**src/rtl/clkdiv_cfg_ctrl_pkg.sv**
```systemverilog
// Shared types and constants for the odd_div reconfiguration sequencer.
// Provides the sequencer state encoding and the default divide-value width.
package clkdiv_ctrl_pkg;

  localparam int CLKDIV_W   = 8;
  localparam int CLKDIV_MIN = 2;

  typedef enum logic [2:0] {
    ST_BOOT,
    ST_IDLE,
    ST_WAIT_LOW,
    ST_GATE,
    ST_RESET,
    ST_RELEASE
  } clkdiv_state_e;

endpackage

```
**src/rtl/clkdiv_cfg_ctrl_if.sv**
```systemverilog
// Request/status bus between the clock-configuration registers (master)
// and the reconfiguration sequencer (slave).
interface clkdiv_cfg_ctrl_if
  import clkdiv_ctrl_pkg::*;
#(
  parameter int DIV_W = CLKDIV_W
);

  logic             req_valid;
  logic [DIV_W-1:0] req_div;
  logic             req_ready;
  logic             busy;
  logic             done;
  logic             err;

  modport master (
    output req_valid,
    output req_div,
    input  req_ready,
    input  busy,
    input  done,
    input  err
  );

  modport slave (
    input  req_valid,
    input  req_div,
    output req_ready,
    output busy,
    output done,
    output err
  );

endinterface

```
**src/rtl/clkdiv_cfg_ctrl_edge_det.sv**
```systemverilog
// Edge/level detector for the divided clock as seen on the system clock.
// Pairs the live sample with the previous registered sample so the
// sequencer can act on the edge where the sample is taken.
module clkdiv_edge_det (
  input  logic clk,
  input  logic resetn,
  input  logic i_sample,
  output logic o_low2,
  output logic o_rise
);

  logic r_prev;

  // Hold the previous edge's sample; start high so no false rise after reset
  always_ff @(posedge clk) begin
    if (!resetn) begin
      r_prev <= 1'b1;
    end else begin
      r_prev <= i_sample;
    end
  end

  assign o_low2 = ~i_sample & ~r_prev;
  assign o_rise = i_sample & ~r_prev;

endmodule

```
**src/rtl/clkdiv_cfg_ctrl.sv**
```systemverilog
// Glitch-free reconfiguration sequencer for the odd_div clock divider.
// Waits for the divided clock to be low, gates it, holds the divider in
// reset while the divide value changes, then re-enables the gate on the
// first new rising edge.
// Optional feature macro: CLKDIV_CFG_CTRL_TIMEOUT_EN adds a timeout on the
// WAIT_LOW and RELEASE states.
module clkdiv_cfg_ctrl
  import clkdiv_ctrl_pkg::*;
#(
  parameter int DIV_W     = CLKDIV_W,
  parameter int DIV_MIN   = CLKDIV_MIN,
  parameter int DIV_RESET = 4,
  parameter int GATE_CYC  = 1,
  parameter int RST_CYC   = 2,
  parameter int TMO_CYC   = 512
) (
  input  logic                clk,
  input  logic                resetn,
  clkdiv_cfg_ctrl_if.slave    bus,
  input  logic                clkout_in,
  output logic [DIV_W-1:0]    div_val,
  output logic                div_resetn,
  output logic                gate_en
);

  // Counter sized to cover the timeout span; also times GATE and RESET
  localparam int CNT_W = $clog2(TMO_CYC + 1);

  clkdiv_state_e    r_state;
  logic [CNT_W-1:0] r_cnt;
  logic [DIV_W-1:0] r_pend;
  logic [DIV_W-1:0] r_div_val;
  logic             r_div_resetn;
  logic             r_gate_en;
  logic             r_req_ready;
  logic             r_busy;
  logic             r_done;
  logic             r_err;

  logic             w_low2;
  logic             w_rise;
  logic [CNT_W-1:0] w_cnt_inc;
  logic             w_wl_tmo;
  logic             w_rel_tmo;

  clkdiv_edge_det u_edge_det (
    .clk      (clk),
    .resetn   (resetn),
    .i_sample (clkout_in),
    .o_low2   (w_low2),
    .o_rise   (w_rise)
  );

  assign w_cnt_inc = (&r_cnt) ? r_cnt : r_cnt + 1'b1;

`ifdef CLKDIV_CFG_CTRL_TIMEOUT_EN
  assign w_wl_tmo  = (r_state == ST_WAIT_LOW) && (r_cnt == CNT_W'(TMO_CYC - 1));
  assign w_rel_tmo = (r_state == ST_RELEASE)  && (r_cnt == CNT_W'(TMO_CYC - 1));
`else
  assign w_wl_tmo  = 1'b0;
  assign w_rel_tmo = 1'b0;
`endif

  // Sequencer: state, cycle counter and every registered output
  always_ff @(posedge clk) begin
    if (!resetn) begin
      r_state      <= ST_BOOT;
      r_cnt        <= '0;
      r_pend       <= DIV_W'(DIV_RESET);
      r_div_val    <= DIV_W'(DIV_RESET);
      r_div_resetn <= 1'b0;
      r_gate_en    <= 1'b0;
      r_req_ready  <= 1'b0;
      r_busy       <= 1'b1;
      r_done       <= 1'b0;
      r_err        <= 1'b0;
    end else begin
      r_done <= 1'b0;
      r_err  <= 1'b0;
      r_cnt  <= w_cnt_inc;
      case (r_state)
        ST_BOOT: begin
          r_state      <= ST_RESET;
          r_cnt        <= '0;
          r_div_val    <= r_pend;
          r_div_resetn <= 1'b0;
        end
        ST_IDLE: begin
          if (bus.req_valid && r_req_ready) begin
            if (bus.req_div < DIV_W'(DIV_MIN)) begin
              r_err <= 1'b1;
            end else if (bus.req_div == r_div_val) begin
              r_done <= 1'b1;
            end else begin
              r_pend      <= bus.req_div;
              r_state     <= ST_WAIT_LOW;
              r_cnt       <= '0;
              r_req_ready <= 1'b0;
              r_busy      <= 1'b1;
            end
          end
        end
        ST_WAIT_LOW: begin
          if ((w_low2 && (r_cnt != '0)) || w_wl_tmo) begin
            r_state   <= ST_GATE;
            r_cnt     <= '0;
            r_gate_en <= 1'b0;
          end
        end
        ST_GATE: begin
          if (r_cnt == CNT_W'(GATE_CYC - 1)) begin
            r_state      <= ST_RESET;
            r_cnt        <= '0;
            r_div_val    <= r_pend;
            r_div_resetn <= 1'b0;
          end
        end
        ST_RESET: begin
          if (r_cnt == CNT_W'(RST_CYC - 1)) begin
            r_state      <= ST_RELEASE;
            r_cnt        <= '0;
            r_div_resetn <= 1'b1;
          end
        end
        ST_RELEASE: begin
          if (w_rise) begin
            r_state     <= ST_IDLE;
            r_gate_en   <= 1'b1;
            r_done      <= 1'b1;
            r_req_ready <= 1'b1;
            r_busy      <= 1'b0;
          end else if (w_rel_tmo) begin
            r_state     <= ST_IDLE;
            r_err       <= 1'b1;
            r_req_ready <= 1'b1;
            r_busy      <= 1'b0;
          end
        end
        default: begin
          r_state <= ST_BOOT;
        end
      endcase
    end
  end

  assign div_val       = r_div_val;
  assign div_resetn    = r_div_resetn;
  assign gate_en       = r_gate_en;
  assign bus.req_ready = r_req_ready;
  assign bus.busy      = r_busy;
  assign bus.done      = r_done;
  assign bus.err       = r_err;

endmodule

```
**src/flat_wrapper.sv**
```systemverilog
// flat-port wrapper written by rule: the top's interface ports become plain ports
module clkdiv_cfg_ctrl_flat import clkdiv_ctrl_pkg::*;
#(
  parameter int DIV_W     = CLKDIV_W,
  parameter int DIV_MIN   = CLKDIV_MIN,
  parameter int DIV_RESET = 4,
  parameter int GATE_CYC  = 1,
  parameter int RST_CYC   = 2,
  parameter int TMO_CYC   = 512
)
  (clk, resetn, clkout_in, div_val, div_resetn, gate_en, bus_req_valid, bus_req_div, bus_req_ready, bus_busy, bus_done, bus_err);
  clkdiv_cfg_ctrl_if #(.DIV_W(DIV_W)) bus_i ();
  input  logic clk;
  input  logic resetn;
  input  logic clkout_in;
  output logic [DIV_W-1:0] div_val;
  output logic div_resetn;
  output logic gate_en;
  input wire logic [$bits(bus_i.req_valid)-1:0] bus_req_valid;
  input wire logic [$bits(bus_i.req_div)-1:0] bus_req_div;
  output wire logic [$bits(bus_i.req_ready)-1:0] bus_req_ready;
  output wire logic [$bits(bus_i.busy)-1:0] bus_busy;
  output wire logic [$bits(bus_i.done)-1:0] bus_done;
  output wire logic [$bits(bus_i.err)-1:0] bus_err;
  assign bus_i.req_valid = bus_req_valid;
  assign bus_i.req_div = bus_req_div;
  assign bus_req_ready = bus_i.req_ready;
  assign bus_busy = bus_i.busy;
  assign bus_done = bus_i.done;
  assign bus_err = bus_i.err;
  clkdiv_cfg_ctrl #(.DIV_W(DIV_W), .DIV_MIN(DIV_MIN), .DIV_RESET(DIV_RESET), .GATE_CYC(GATE_CYC), .RST_CYC(RST_CYC), .TMO_CYC(TMO_CYC)) u_core (.clk(clk), .resetn(resetn), .bus(bus_i), .clkout_in(clkout_in), .div_val(div_val), .div_resetn(div_resetn), .gate_en(gate_en));
endmodule
```
**config.mk**
```make
export PLATFORM = sky130hd
export DESIGN_NAME = clkdiv_cfg_ctrl_flat
export DESIGN_NICKNAME = d
export VERILOG_FILES = /design/src/rtl/clkdiv_cfg_ctrl_pkg.sv /design/src/rtl/clkdiv_cfg_ctrl_if.sv /design/src/rtl/clkdiv_cfg_ctrl_edge_det.sv /design/src/rtl/clkdiv_cfg_ctrl.sv /design/src/flat_wrapper.sv
export SDC_FILE = /design/constraint.sdc
export NUM_CORES = 1
export LEC_CHECK = 0
export CORE_MARGIN = 2
export CORE_UTILIZATION = 40
export CTS_CLUSTER_DIAMETER = 40
export DETAILED_ROUTE_END_ITERATION = 10
export SLEW_MARGIN = 20
export SYNTH_ARGS = -nofsm -noshare
export SYNTH_HDL_FRONTEND = slang
export SYNTH_SLANG_ARGS = --single-unit
```
**constraint.sdc**
```tcl
create_clock -name clk -period 2 [get_ports clk]
set_clock_uncertainty 0.05 [all_clocks]
set_input_delay 0.3 -clock clk [delete_from_list [all_inputs] [get_ports clk]]
set_output_delay 0.3 -clock clk [all_outputs]
set_load 0.05 [all_outputs]
```
==> results_dict.tcl <==
set metrics [dict create \
    cap_violations 0 \
    tightest_slew_ns 0.497 \
    grt-ovfl-total 0 \
    max-vdd-ir-drop_mv 0.370 \
    r2r_slack_ns 0.08 \
    r2r-start "u_core.r_cnt[1]" \
    routabilityCongestion 0.746 \
    fin_util 0.547 \
    vias 1567 \
    min_period_ns 1.92 \
    final_cell_mix "35 x dfxtp_1, 27 x nand2_1, 25 x clkdlybuf4s50_1, 23 x buf_4" \
    whs_path_depth 2 \
    fp.dieArea_sq_um 5140 \
    rsz0062_at_grt "yes" \
    path_clk_slew_ns 0.07 \
    ys.flop_type "dfxtp_1" \
    routedWlPerCell_um 12.8 \
    multi_input_area_sq_um 1050 \
    layout_commonest_cell "dfxtp_1" \
    async_reset_ff_frac 0 \
    design_area_sq_um 2400 \
    slew_headroom 0.668 \
    fin_nets 267 \
    ctsRootBufferMaster "clkbuf_8" \
    wl_um 3880 \
    place_area_sq_um 2290 \
    drc 0 \
    startpoint_type "flip-flop" \
    seqCellArea_sq_um 722 \
    core_area_sq_um 4380 \
    grt.total_usage 0.167 \
    cp-startpoint "u_core.r_cnt[1]" \
    grt_pass1_wl_um 6780 \
    hold_path_end "u_core.r_pend[1]" \
    fin_crit_sh 0.958 \
    fillers 417 \
    die_h_um 71.7 \
    die-width_um 71.7 \
    synthToLayoutAreaGrowth_pct 31.0 \
    synth-seq-cells 36 \
    numCtsBuffers 5 \
    diodes 0 \
    ant_nets 0 \
    first_iter_violations 94 \
    antenna_found_initial 0 \
    outcome "completed" \
    dp_hpwl_um 2870 \
    finalHoldViolCount 0 \
    clockBufferDepth 2 \
    cts_tree "yes" \
    rows 24 \
    synth-seq-area-share 0.393 \
    path_max_fanout 10 \
    clock_sinks 36 \
    firstDrtPassIters 4 \
    insertion_delay_ns 0.29 \
    vias_per_cell 5.15 \
    port_buffers 25 \
    drv_slew 0 \
    drive_gt1_frac 0.179 \
    tns_ns 0 \
    syn-instance-count 205 \
    worst_setup_path_end_kind "flip-flop" \
    criticalPathCategory "flip-flop to flip-flop" \
    synth_warnings 0 \
    synth_edf_count 0 \
    post_synth_instance_area_sq_um 1830 \
    setup_viol 0 \
    worstPathRequired_ns 2.17 \
    arrival_ns 2.09 \
    synthesis.nets 220 \
    htreeDepth 2 \
    leakagePower_uw 0.000968 \
    min-delay-start "u_core.r_pend[1]" \
    rr_endpoint "u_core.r_cnt[3]" \
    ios 26 \
    synth.distinct_cells 47 \
    grt_pass1_vias 1472 \
    p_per_area_nw_per_um2 727 \
    start_util 0.418 \
    grt_max_degree 39 \
    max_freq_ghz 0.522 \
    syn_avg_cell_area_sq_um 8.94 \
    r2r_cells 8 \
    cts_hold_buf 0 \
    hold_path_class "flip-flop to flip-flop" \
]
area by class of cell:
cell class | count | share of cell area
Multi-Input combinational cell | 157 | 0.436
Inverter | 2 | 0.00313
Tap cell | 52 | 0.0271
Timing Repair Buffer | 50 | 0.193
Clock buffer | 7 | 0.0401
Sequential cell | 36 | 0.301
sequential cells by signal, summed over array words and instances, names as in the netlist:
register	cells
u_core.u_edge_det.r_prev	1
u_core.bus.done	1
u_core.r_cnt	10
u_core.div_resetn	1
u_core.gate_en	1
u_core.bus.err	1
u_core.div_val	8
u_core.r_state	3
u_core.bus.busy	1
u_core.r_pend	8
u_core.bus.req_ready	1
worst max path at each step:
stage | to | slack (ns) | depth (start not counted)
4_1_cts | u_core.r_cnt[8] | 0.02 | 8
3_5_place_dp | u_core.r_cnt[8] | -0.05 | 8
5_1_grt | u_core.r_cnt[3] | -0.03 | 8
6_report | u_core.r_cnt[3] | 0.08 | 8
2_1_floorplan | u_core.r_pend[5] | 0.12 | 6
3_3_place_gp | u_core.r_cnt[3] | -0.03 | 8
timing repair:
action / in CTS / in global routing
pin swaps: 1 / 2
gates resized for setup: 0 / 4
setup buffers: 0 / 1
setup endpoints to repair: 1 / 8
per-layer routing:
layer / share of wire / up-vias / wire, um / global-route usage
li1: - / 831 / - / -
met1: 0.50 / 712 / 1950 / 0.217
met2: 0.46 / 19 / 1770 / 0.261
met3: 0.026 / 5 / 101 / 0.0436
met4: 0.016 / 0 / 63 / 0.0755
met5: 0 / - / 0 / 0
Yosys cell counts, drive strengths merged (2+ instances only):
library cell,number,area [sq um]
nand4,8,50.1
nor3,5,36.3
xnor2,9,78.8
a21oi,4,20.0
clkbuf,4,25.0
nor2,16,60.1
nor3b,2,15.0
o211ai,2,15.0
o31ai,3,36.3
a31oi,2,12.5
mux2i,11,110
and3,3,18.8
inv,2,7.51
nand3,17,97.6
nand3b,2,15.0
nor4,4,55.1
a211oi,2,15.0
nor2b,6,37.5
o21ai,12,60.1
ha,3,37.5
nand2,27,101
buf,6,45.0
xor2,3,26.3
and4,2,18.8
dfxtp,36,721
cell families (layout without fill, tap and decap cells):
group                      Yosys count  count (layout)  synth area share
xor gates and xnor gates            12              12            0.0574
and+or+nand+nor                     99              99             0.305
buffers and inverters               12              59            0.0423
muxes                               11              11            0.0601
DFF                                 36              36             0.393
adders and majority gates            3               3            0.0205
AOI/OAI and AO/OA                   32              32             0.122
per-stage QoR:
stage | worst slack, ns | cells | power [uW] | hold WS, ns
2_1_floorplan | 0.123 | 205 | 1050 | 0.351
3_3_place_gp | -0.0304 | 297 | 1210 | 0.403
3_5_place_dp | -0.0455 | 297 | 1200 | 0.410
4_1_cts | 0.0180 | 304 | 1770 | 0.419
5_1_grt | -0.0253 | 304 | 1840 | 0.448
6_report | 0.0834 | 304 | 1740 | 0.412
power by group:
group	switching (uW)	total, uW	internal [uW]
clock	249	555	307
combinational	219	412	194
sequential	31.5	776	745
total	499	1740	1250
critical path: stages, from the launching register on:
cell and delay (ns):
dfxtp_2 0.33, inv_1 0.05, ha_2 0.17, or4b_1 0.46
a32o_2 0.31, nand3_4 0.09, o31ai_4 0.09, buf_12 0.15
nor3_2 0.15
No activity file was read; power rests on OpenSTA's default activity.
